<file path="config.mk">
export PLATFORM = sky130hd
export DESIGN_NAME = multdiv_unit_flat
export DESIGN_NICKNAME = d
export VERILOG_FILES = /design/src/rtl/multdiv_pkg.sv /design/src/rtl/multdiv_if.sv /design/src/rtl/multdiv_counter.sv /design/src/rtl/multdiv_unit.sv /design/src/flat_wrapper.sv
export SDC_FILE = /design/constraint.sdc
export NUM_CORES = 1
export LEC_CHECK = 0
export CAP_MARGIN = 15
export CELL_PAD_IN_SITES_DETAIL_PLACEMENT = 1
export CELL_PAD_IN_SITES_GLOBAL_PLACEMENT = 1
export CORE_MARGIN = 1
export CORE_UTILIZATION = 40
export DETAILED_ROUTE_END_ITERATION = 12
export GPL_TIMING_DRIVEN = 0
export PLACE_DENSITY = 0.75
export SLEW_MARGIN = 25
export SYNTH_ARGS = -nofsm -noshare
export SYNTH_HDL_FRONTEND = slang
export SYNTH_SLANG_ARGS = --single-unit
</file>
<file path="constraint.sdc">
create_clock -name clock -period 5.6 [get_ports clock]
set_input_delay 1.4 -clock clock [delete_from_list [all_inputs] [get_ports clock]]
set_output_delay 1.4 -clock clock [all_outputs]
set_load 0.01 [all_outputs]
</file>
<file path="src/rtl/multdiv_pkg.sv">
// Shared types and constants for the multi-cycle signed multiply/divide unit.
// MULTDIV_RADIX4_BOOTH_EN selects radix-4 Booth multiply (16 iterations instead of 32).
package multdiv_pkg;

  typedef enum logic [1:0] {
    S_IDLE = 2'd0,
    S_MULT = 2'd1,
    S_DIV  = 2'd2,
    S_DONE = 2'd3
  } state_e;

`ifdef MULTDIV_RADIX4_BOOTH_EN
  localparam int MULT_ITERS = 16;
  // A +/-2A partial product needs two guard bits above the 32-bit accumulator
  localparam int ADD_W      = 34;
`else
  localparam int MULT_ITERS = 32;
  localparam int ADD_W      = 33;
`endif
  localparam int          DIV_ITERS = 32;
  localparam logic [31:0] INT_MIN   = 32'h8000_0000;

  function automatic logic [31:0] magnitude(input logic [31:0] v);
    logic [31:0] m;
    if (v[31]) m = ~v + 32'd1;
    else       m = v;
    return m;
  endfunction

endpackage

</file>
<file path="src/rtl/multdiv_if.sv">
// Operand/control/result bundle between the execute stage and the multiply/divide unit.
interface multdiv_if #(parameter int DATA_W = 32);

  logic [DATA_W-1:0] data_operandA;
  logic [DATA_W-1:0] data_operandB;
  logic              ctrl_MULT;
  logic              ctrl_DIV;
  logic [DATA_W-1:0] data_result;
  logic              data_exception;
  logic              data_resultRDY;
  logic              busy;

  modport master (
    output data_operandA, data_operandB, ctrl_MULT, ctrl_DIV,
    input  data_result, data_exception, data_resultRDY, busy
  );

  modport slave (
    input  data_operandA, data_operandB, ctrl_MULT, ctrl_DIV,
    output data_result, data_exception, data_resultRDY, busy
  );

endinterface

</file>
<file path="src/rtl/multdiv_counter.sv">
// 6-bit iteration counter with synchronous clear; o_tc flags the final iteration.
module multdiv_counter
  import multdiv_pkg::*;
(
  input  logic       clock,
  input  logic       reset_n,
  input  logic       i_clr,
  input  logic       i_en,
  input  logic [5:0] i_last,
  output logic       o_tc
);

  logic [5:0] r_cnt;

  // Count iterations: cleared on every start, advanced once per iteration edge
  always_ff @(posedge clock or negedge reset_n) begin
    if (!reset_n) begin
      r_cnt <= 6'd0;
    end else if (i_clr) begin
      r_cnt <= 6'd0;
    end else if (i_en) begin
      r_cnt <= r_cnt + 6'd1;
    end else begin
      r_cnt <= r_cnt;
    end
  end

  assign o_tc = (r_cnt == i_last);

endmodule

</file>
<file path="src/rtl/multdiv_unit.sv">
// Multi-cycle signed 32-bit multiply (Booth) / divide (restoring) unit.
// MULTDIV_RADIX4_BOOTH_EN switches multiply to radix-4 Booth; results are identical.
module multdiv_unit
  import multdiv_pkg::*;
#(
  parameter int DATA_W = 32
) (
  input  logic     clock,
  input  logic     reset_n,
  multdiv_if.slave bus
);

  state_e            r_state;
  logic [64:0]       r_p;
  logic [31:0]       r_opnd;
  logic              r_is_div;
  logic              r_neg;
  logic              r_dbz;
  logic              r_ovf;
  logic [DATA_W-1:0] r_result;
  logic              r_exc;
  logic              r_rdy;
  logic              r_busy;

  logic              w_start;
  logic              w_iter;
  logic              w_tc;
  logic [5:0]        w_last;
  logic              w_sub;
  logic [ADD_W-1:0]  w_add_a;
  logic [ADD_W-1:0]  w_add_b;
  logic [ADD_W-1:0]  w_sum;
  logic [64:0]       w_p_next;
  logic [31:0]       w_quot;

  assign w_start = bus.ctrl_MULT | bus.ctrl_DIV;
  assign w_iter  = (r_state == S_MULT) || (r_state == S_DIV);
  assign w_last  = (r_state == S_MULT) ? 6'(MULT_ITERS - 1) : 6'(DIV_ITERS - 1);
  assign w_quot  = r_neg ? (~r_p[31:0] + 32'd1) : r_p[31:0];

  multdiv_counter u_counter (
    .clock   (clock),
    .reset_n (reset_n),
    .i_clr   (w_start),
    .i_en    (w_iter & ~w_start),
    .i_last  (w_last),
    .o_tc    (w_tc)
  );

  // Shared adder/subtractor and next value of the 65-bit shift register
  always_comb begin
    w_add_a  = '0;
    w_add_b  = '0;
    w_sub    = 1'b0;
    case (r_state)
      S_MULT: begin
        w_add_a = ADD_W'($signed(r_p[64:33]));
`ifdef MULTDIV_RADIX4_BOOTH_EN
        case (r_p[2:0])
          3'b001, 3'b010: w_add_b = ADD_W'($signed(r_opnd));
          3'b011:         w_add_b = ADD_W'($signed({r_opnd, 1'b0}));
          3'b100: begin
            w_add_b = ADD_W'($signed({r_opnd, 1'b0}));
            w_sub   = 1'b1;
          end
          3'b101, 3'b110: begin
            w_add_b = ADD_W'($signed(r_opnd));
            w_sub   = 1'b1;
          end
          default:        w_add_b = '0;
        endcase
`else
        case (r_p[1:0])
          2'b01:   w_add_b = ADD_W'($signed(r_opnd));
          2'b10: begin
            w_add_b = ADD_W'($signed(r_opnd));
            w_sub   = 1'b1;
          end
          default: w_add_b = '0;
        endcase
`endif
      end
      S_DIV: begin
        // Trial subtract of the divisor from the left-shifted partial remainder
        w_add_a = ADD_W'(r_p[63:31]);
        w_add_b = ADD_W'(r_opnd);
        w_sub   = 1'b1;
      end
      default: begin
        w_add_a = '0;
        w_add_b = '0;
        w_sub   = 1'b0;
      end
    endcase

    if (w_sub) w_sum = w_add_a - w_add_b;
    else       w_sum = w_add_a + w_add_b;

    w_p_next = r_p;
    if (r_state == S_MULT) begin
`ifdef MULTDIV_RADIX4_BOOTH_EN
      w_p_next = {w_sum, r_p[32:2]};
`else
      w_p_next = {w_sum, r_p[32:1]};
`endif
    end else if (r_state == S_DIV) begin
      if (w_sum[ADD_W-1]) w_p_next = {r_p[63:0], 1'b0};
      else                w_p_next = {w_sum[32:0], r_p[30:0], 1'b1};
    end else begin
      w_p_next = r_p;
    end
  end

  // Control FSM, operand capture, iteration datapath and registered outputs
  always_ff @(posedge clock or negedge reset_n) begin
    if (!reset_n) begin
      r_state  <= S_IDLE;
      r_p      <= 65'd0;
      r_opnd   <= 32'd0;
      r_is_div <= 1'b0;
      r_neg    <= 1'b0;
      r_dbz    <= 1'b0;
      r_ovf    <= 1'b0;
      r_result <= '0;
      r_exc    <= 1'b0;
      r_rdy    <= 1'b0;
      r_busy   <= 1'b0;
    end else begin
      r_rdy <= 1'b0;
      if (w_start) begin
        // A start in any state aborts the current operation; multiply wins ties
        r_busy   <= 1'b1;
        r_is_div <= ~bus.ctrl_MULT;
        if (bus.ctrl_MULT) begin
          r_state <= S_MULT;
          r_opnd  <= bus.data_operandA;
          r_p     <= {32'd0, bus.data_operandB, 1'b0};
          r_neg   <= 1'b0;
          r_dbz   <= 1'b0;
          r_ovf   <= 1'b0;
        end else begin
          r_state <= S_DIV;
          r_opnd  <= magnitude(bus.data_operandB);
          r_p     <= {33'd0, magnitude(bus.data_operandA)};
          r_neg   <= bus.data_operandA[31] ^ bus.data_operandB[31];
          r_dbz   <= (bus.data_operandB == 32'd0);
          r_ovf   <= (bus.data_operandA == INT_MIN) && (bus.data_operandB == 32'hFFFF_FFFF);
        end
      end else begin
        case (r_state)
          S_MULT, S_DIV: begin
            r_p <= w_p_next;
            if (w_tc) r_state <= S_DONE;
            else      r_state <= r_state;
          end
          S_DONE: begin
            r_rdy   <= 1'b1;
            r_state <= S_IDLE;
            if (r_is_div) begin
              if (r_dbz) begin
                r_result <= '0;
                r_exc    <= 1'b1;
              end else begin
                r_result <= w_quot;
                r_exc    <= r_ovf;
              end
            end else begin
              r_result <= r_p[32:1];
              r_exc    <= ~((&r_p[64:32]) | ~(|r_p[64:32]));
            end
          end
          default: begin
            r_busy  <= 1'b0;
            r_state <= S_IDLE;
          end
        endcase
      end
    end
  end

  assign bus.data_result    = r_result;
  assign bus.data_exception = r_exc;
  assign bus.data_resultRDY = r_rdy;
  assign bus.busy           = r_busy;

endmodule
</file>
<file path="src/flat_wrapper.sv">
// flat-port wrapper written by rule: the top's interface ports become plain ports
module multdiv_unit_flat import multdiv_pkg::*;
#(
  parameter int DATA_W = 32
)
  (clock, reset_n, bus_data_operandA, bus_data_operandB, bus_ctrl_MULT, bus_ctrl_DIV, bus_data_result, bus_data_exception, bus_data_resultRDY, bus_busy);
  multdiv_if #(.DATA_W(DATA_W)) bus_i ();
  input  logic clock;
  input  logic reset_n;
  input wire logic [$bits(bus_i.data_operandA)-1:0] bus_data_operandA;
  input wire logic [$bits(bus_i.data_operandB)-1:0] bus_data_operandB;
  input wire logic [$bits(bus_i.ctrl_MULT)-1:0] bus_ctrl_MULT;
  input wire logic [$bits(bus_i.ctrl_DIV)-1:0] bus_ctrl_DIV;
  output wire logic [$bits(bus_i.data_result)-1:0] bus_data_result;
  output wire logic [$bits(bus_i.data_exception)-1:0] bus_data_exception;
  output wire logic [$bits(bus_i.data_resultRDY)-1:0] bus_data_resultRDY;
  output wire logic [$bits(bus_i.busy)-1:0] bus_busy;
  assign bus_i.data_operandA = bus_data_operandA;
  assign bus_i.data_operandB = bus_data_operandB;
  assign bus_i.ctrl_MULT = bus_ctrl_MULT;
  assign bus_i.ctrl_DIV = bus_ctrl_DIV;
  assign bus_data_result = bus_i.data_result;
  assign bus_data_exception = bus_i.data_exception;
  assign bus_data_resultRDY = bus_i.data_resultRDY;
  assign bus_busy = bus_i.busy;
  multdiv_unit #(.DATA_W(DATA_W)) u_core (.clock(clock), .reset_n(reset_n), .bus(bus_i));
endmodule
</file>
==> results of run 1 <==
[metal layers]
layer	wire length, µm	part of all wire
met1	23400	0.45
met2	22900	0.44
met3	3880	0.075
met4	1490	0.029
met5	0	0
[cell usage after synthesis, types with 4 or more instances]
cell and n:
a211oi_1 67, a221oi_1 31, mux2i_1 32, a21o_1 24
ha_1 43, o21ai_0 151, a31oi_1 6, nand2b_1 7
xnor2_1 59, nor3_1 16, and2_1 6, o21bai_1 4
o21ai_1 28, nor2b_1 67, o31ai_1 27, xor2_1 80
dfrtp_1 144, and3_1 4, or2_2 4, clkbuf_1 100
nand3_1 31, inv_1 21, nand2_1 165, o41ai_1 15
a22oi_1 31, nand4_1 25, o21a_1 9, or3_1 19
nor2_1 148, a21oi_1 135, o211ai_1 6, buf_1 13
or4_1 13, nor4_1 23
[through the flow]
stage,hold slack [ns],util,total power (µW),worst slack [ns]
2_1_floorplan,0.451,-,2560,0.0441
3_5_place_dp,0.478,0.456,3290,-1.73
3_3_place_gp,0.469,0.455,3220,-3.14
5_1_grt,0.525,0.497,5040,-0.0259
6_report,0.483,0.497,4810,0.140
4_1_cts,0.491,0.489,4710,0.0228
[report_power, final]
part	leakage, µW	internal [µW]	switching (µW)
logic	0.00383	918	1220
registers	0.00179	1190	166
clock network	0.000323	805	502
[cells in the final DEF (no fill, tap or decap), types with 16 or more instances in the layout]
| cell type | Yosys | layout |
|---|---|---|
| nor2b_1 | 67 | 67 |
| o31ai_1 | 27 | 26 |
| a221oi_1 | 31 | 31 |
| a22oi_1 | 31 | 31 |
| xnor2_1 | 59 | 59 |
| xor2_1 | 80 | 80 |
| clkbuf_16 | 0 | 17 |
| nand4_1 | 25 | 25 |
| nand2_1 | 165 | 163 |
| nand3_1 | 31 | 29 |
| nor3_1 | 16 | 16 |
| buf_4 | 0 | 32 |
| a211oi_1 | 67 | 65 |
| inv_1 | 21 | 17 |
| o21ai_1 | 28 | 26 |
| or3_1 | 19 | 19 |
| mux2i_1 | 32 | 32 |
| clkbuf_1 | 100 | 89 |
| a21o_1 | 24 | 24 |
| o21ai_0 | 151 | 150 |
| dfrtp_1 | 144 | 142 |
| nor4_1 | 23 | 23 |
| ha_1 | 43 | 36 |
| a21oi_1 | 135 | 132 |
| clkdlybuf4s50_1 | 0 | 97 |
| nor2_1 | 148 | 146 |
[how the worst max path moves through the flow]
stage	startpoint	endpoint	slack (ns)	cells past startpoint
global route	u_core.r_p[0]	u_core.r_p[35]	-0.03	27
finish	u_core.r_p[0]	u_core.r_p[50]	0.14	26
floorplan	u_core.r_state[0]	u_core.r_p[60]	0.04	27
CTS	u_core.r_p[1]	u_core.r_p[60]	0.02	27
detailed placement	u_core.r_p[1]	u_core.r_p[36]	-1.73	27
global placement	reset_n	u_core.bus.data_result[11]	-3.14	1
[critical path, delay by kind of cell (launching register included)]
| family | cells | cell delay, ns |
|---|---|---|
| buffers and inverters | 6 | 0.94 |
| AO/OA/AOI/OAI | 12 | 2.41 |
| AND/OR/NAND/NOR | 5 | 0.91 |
| adder cells (fa/ha/maj) | 3 | 0.70 |
| flip-flops | 1 | 0.41 |
[cell type report]
cell class	instances	area, µm²	share of cell area
buffer	116	553	0.0363
timing repair buffer	132	1280	0.0841
multi-input combinational	1323	8560	0.562
sequential	144	3610	0.237
clock buffer	23	498	0.0327
clock inverter	9	153	0.0100
tap	396	495	0.0325
inverter	22	90.1	0.00591
[sequential cells by signal, indices dropped and copies added (netlist names)]
signal                     cells
u_core.bus.busy                1
u_core.bus.data_exception      1
u_core.bus.data_result        32
u_core.bus.data_resultRDY      1
u_core.r_dbz                   1
u_core.r_is_div                1
u_core.r_neg                   1
u_core.r_opnd                 32
u_core.r_ovf                   1
u_core.r_p                    65
u_core.r_state                 2
u_core.u_counter.r_cnt         6
[timing repair]
item	4_1_cts	5_1_grt
resized for setup	53	35
endpoints found under the setup margin	34	33
gates cloned	1	0
pin swaps	10	15
buffers inserted	19	13
[kinds of logic after synthesis]
logic type / Yosys count / synth area share
AO/OA/AOI/OAI: 560 / 0.282
AND/OR/NAND/NOR: 546 / 0.214
flip-flops: 144 / 0.289
buffers and inverters: 140 / 0.0455
XOR/XNOR: 139 / 0.0976
adder cells (fa/ha/maj): 44 / 0.0447
multiplexers: 34 / 0.0275
==> qor.yml, run 1 <==
logic_synthesis:
  ys_warn_count: 0
  synth.avg_cell_area_um2: 7.76
  syn_nets: 1719
  synth-seq-area-share: 0.289
  synth_edf_count: 0
  synth.cell_area_um2: 12500
  synthTopCellsByArea: "dfrtp_1 (29%), o21ai_0 (6.1%), xor2_1 (5.6%), a21oi_1 (5.4%), nand2_1 (5.0%)"
  synthCells: 1607
  synth-seq-cells: 144
  synth.distinct_cells: 70
  synth_flop_cell: "dfrtp_1"
  yosys.area.top_type: "dfrtp_1"
  synthArstFlopShare: 1.00
  synth.top_cell.area_share: 0.289
finish:
  syn_to_final_growth_pct: 22.2
  post-route-cell-area_um2: 15200
  nNetsFinal: 1868
  fillers: 3782
  drive_gt1_frac: 0.0791
  fin_cells: 2165
  antenna_cells: 0
place:
  place_area_um2: 14000
  port_buffers: 98
  place_congestion: 0.974
  dp_cells: 2102
  dp_hpwl_mm: 38.7
global_route:
  busiest_layer: "met2"
  met2_usage: 0.489
  first_global_vias: 13625
  grt.overflow.total: 0
  antenna_found_initial: 0
  grt_util_all_layers: 0.325
  use_met3: 0.0590
  grt_pass1_wl_mm: 78.5
  met1_usage: 0.464
  grt_max_degree: 74
status:
  status: "finished, final reports clean"
clocking:
  cts_tree: "yes"
  clk_path_buf_depth: 2
  clk_latency_ns: 0.45
  numCtsBuffers: 17
  clock-root-buffer: "clkbuf_16"
  clk_pin_slew_ns: 0.07
  htreeDepth: 4
  cts.sinks: 144
  postCtsHoldBufs: 0
timing:
  setup_viol: 0
  fin_setup_tns_ns: 0
  final_max_slew_viol_count: 0
  worst_pin_slew_ns: 1.00
  max_slew_margin: 0.328
  finalCritPeriodShare: 0.975
  min_period_ns: 5.46
  fin_skew_ns: 0.0172
  final_hold_viol_count: 0
  timing.fmax_mhz: 183
worst_hold_path:
  hp-class: "flip-flop to flip-flop"
  hold_depth: 2
  holdPathEnd: "u_core.bus.data_exception"
  worst_hold_startpoint: "u_core.bus.data_exception"
drt:
  drcViolationCount: 0
  wl_per_cell_um: 23.8
  drtIter0Drc: 1185
  wirelength_mm: 51.6
  first_pass_iters: 7
  ant_nets: 0
  vias_per_cell: 6.30
  vias: 13637
setup_path:
  end_kind: "flip-flop"
  r2r-start: "u_core.r_p[0]"
  critPathArrivalTime_ns: 5.83
  reg2reg_setup_slack_ns: 0.14
  crit_required_ns: 5.97
  cp-start-kind: "flip-flop"
  cp_max_fo: 7
  critPathMostFrequentCell: "a21o_1"
  r2r_cells: 26
  crit_type: "flip-flop to flip-flop"
  critPathMaxStageDelay_ns: 0.42
  crit-reg2reg-capture: "u_core.r_p[50]"
  crit_slowest_cell: "a21oi_1"
floorplan:
  coreArea_um2: 30700
  fp-row-count: 64
  die_h_um: 179
  die_w_um: 179
  die_area_um2: 31900
  ios: 103
  start_util: 0.407
run:
  drv_cap: 0
power_and_ir_drop:
  p_per_area_nw_per_um2: 315
  ir_worst_vdd_uv: 249
  leakage_uw: 0.00594
(Power assumes the default switching activity.)
==> run 2, diff against run 1 <==
RECOVER_POWER = 50   (was default)
clock period = 4.9 ns   (was 5.6 ns; I/O delays follow)
==> qor.yml, run 2 (synthesis gave the netlist of run 1 again) <==
floorplan:
  ios: 103
  start_util: 0.407
  die_area_um2: 31900
  die_h_um: 179
  fp-row-count: 64
  coreArea_um2: 30700
  die_w_um: 179
status:
  status: "complete, but fails checks"
  violations: "capacitance limit, slew limit, setup timing"
finish:
  antenna_cells: 0
  fin_util: 0.510
  largest_reg_flops: 65
  drive_gt1_frac: 0.113
  syn_to_final_growth_pct: 25.5
  multi_input_area_um2: 8790
  layout_commonest_cell: "nand2_1"
  seq_area_um2: 3610
  nNetsFinal: 1890
  fillers: 3728
  final_cell_mix: "nand2_1 (161), o21ai_0 (148), nor2_1 (144)"
  top_register: "u_core.r_p"
place:
  dp_hpwl_mm: 39.5
  place_congestion: 0.959
  port_buffers: 98
  pre_cts_slack_ns: -1.77
timing:
  final_hold_viol_count: 0
  min_period_ns: 5.21
  finalCritPeriodShare: 1.06
  worst_pin_slew_ns: 3.44
  fin_ws_ns: -0.309
  setup_viol: 32
  fin_skew_ns: 0.0184
  final_max_slew_viol_count: 70
  rsz0062_at_grt: "yes"
  timing.fmax_mhz: 192
  max_slew_margin: -1.29
global_route:
  antenna_found_initial: 0
  grt_pass1_wl_mm: 79.2
  first_global_vias: 13530
  grt.overflow.total: 0
  grt_util_all_layers: 0.330
  grt_max_degree: 76
drt:
  ant_nets: 0
  highest_layer: "met4"
  vias_per_cell: 6.29
  drtIter0Drc: 1242
  route.met3.wl_mm: 3.87
  wirelength_mm: 52.7
  vias: 13764
  wl_per_cell_um: 24.1
  drt-met1-wl_mm: 24.3
  first_pass_iters: 5
  drcViolationCount: 0
  wl_met2_mm: 23.2
clocking:
  cts.sinks: 144
  clock-root-buffer: "clkbuf_16"
  htreeDepth: 4
  cts_tree: "yes"
  numCtsBuffers: 17
  clk_path_buf_depth: 2
  clk_pin_slew_ns: 0.06
  clk_latency_ns: 0.46
run:
  drv_cap: 1
power_and_ir_drop:
  leakage_uw: 0.00608
  ir_worst_vdd_uv: 276
  p_per_area_nw_per_um2: 355
setup_path:
  end_kind: "flip-flop"
  crit_required_ns: 5.21
  r2r_cells: 26
  cp_max_fo: 8
  cp-start-kind: "flip-flop"
  critPathArrivalTime_ns: 5.52
  crit_type: "flip-flop to flip-flop"
worst_hold_path:
  hp-class: "flip-flop to flip-flop"
  hold_depth: 2
## run 2: cell types whose count changed in the layout (fill, tap and decap cells not counted), sizes merged
cell	previous run	this run
buf	58	76
bufinv	4	2
clkbuf	116	118
inv	20	22
clkinvlp	2	3
dlymetal6s4s	0	1
## run 2: final timing paths
path | startpoint | end | slack, ns
worst max-delay path | u_core.r_state[1] | u_core.r_p[38] | -0.31
worst min-delay path | u_core.bus.data_exception | u_core.bus.data_exception | 0.49
worst max register to register | u_core.r_state[1] | u_core.r_p[38] | -0.31
worst min register to register | u_core.bus.data_exception | u_core.bus.data_exception | 0.49
max in group asynchronous | reset_n | u_core.r_opnd[1] | 0.62
min in group asynchronous | reset_n | u_core.r_p[54] | 2.04
## run 2: stage by stage
stage	total power, µW	hold slack, ns	cell area (µm²)	setup TNS [ns]	instances
6_report	5560	0.485	15700	-8.40	2187
5_1_grt	5840	0.532	15700	-14.65	2187
4_1_cts	5360	0.500	15300	-9.98	2168
3_5_place_dp	3800	0.485	14100	-56.18	2102
3_3_place_gp	3740	0.468	14100	-561.69	2101
2_1_floorplan	2980	0.451	12600	-1.51	1607
## run 2: cell type report
| cell class | count | area share |
|---|---|---|
| clock inverters | 10 | 0.00687 |
| repair buffers | 156 | 0.0958 |
| flip-flops and latches | 144 | 0.231 |
| clock buffers | 22 | 0.0316 |
| inverters | 22 | 0.00591 |
| well taps | 396 | 0.0316 |
| multi-input cells | 1323 | 0.561 |
| plain buffers | 114 | 0.0362 |
## run 2: power breakdown
group	switching, µW	total (µW)	internal, µW
Combinational	1450	2610	1150
Clock	585	1400	813
Sequential	194	1560	1360
## run 2: repair_timing
action                                  CTS  global route
buffers inserted                         34            21
endpoints found under the setup margin   34            34
gates resized for setup                  53            57
hold buffers                              0             0
pin swaps                                31            46
cloned                                    1             1
## run 2: routing by layer
metal | up-vias | track usage
met4 | 0 | 0.0985
met1 | 6943 | 0.477
met5 | - | 0
met3 | 76 | 0.0599
li1 | 6207 | -
met2 | 538 | 0.495
## run 2: worst max-delay path: stages (launching register included)
cell and delay, ns:
dfrtp_2 0.45, ha_4 0.18, clkbuf_16 0.14, a21o_1 0.18
and2_4 0.18, clkbuf_16 0.15, nand2_4 0.07, ha_4 0.14
o22ai_4 0.06, o21bai_4 0.19, o21bai_4 0.19, a21o_4 0.22
and2_4 0.19, a211oi_4 0.24, ha_4 0.19, o21a_1 0.16
o2111a_1 0.20, o21ai_2 0.08, a21o_4 0.26, a211oi_4 0.29
o211ai_1 0.14, buf_4 0.17, a211o_4 0.37, nand2_8 0.15
buf_12 0.15, mux2i_1 0.21, a21oi_1 0.10
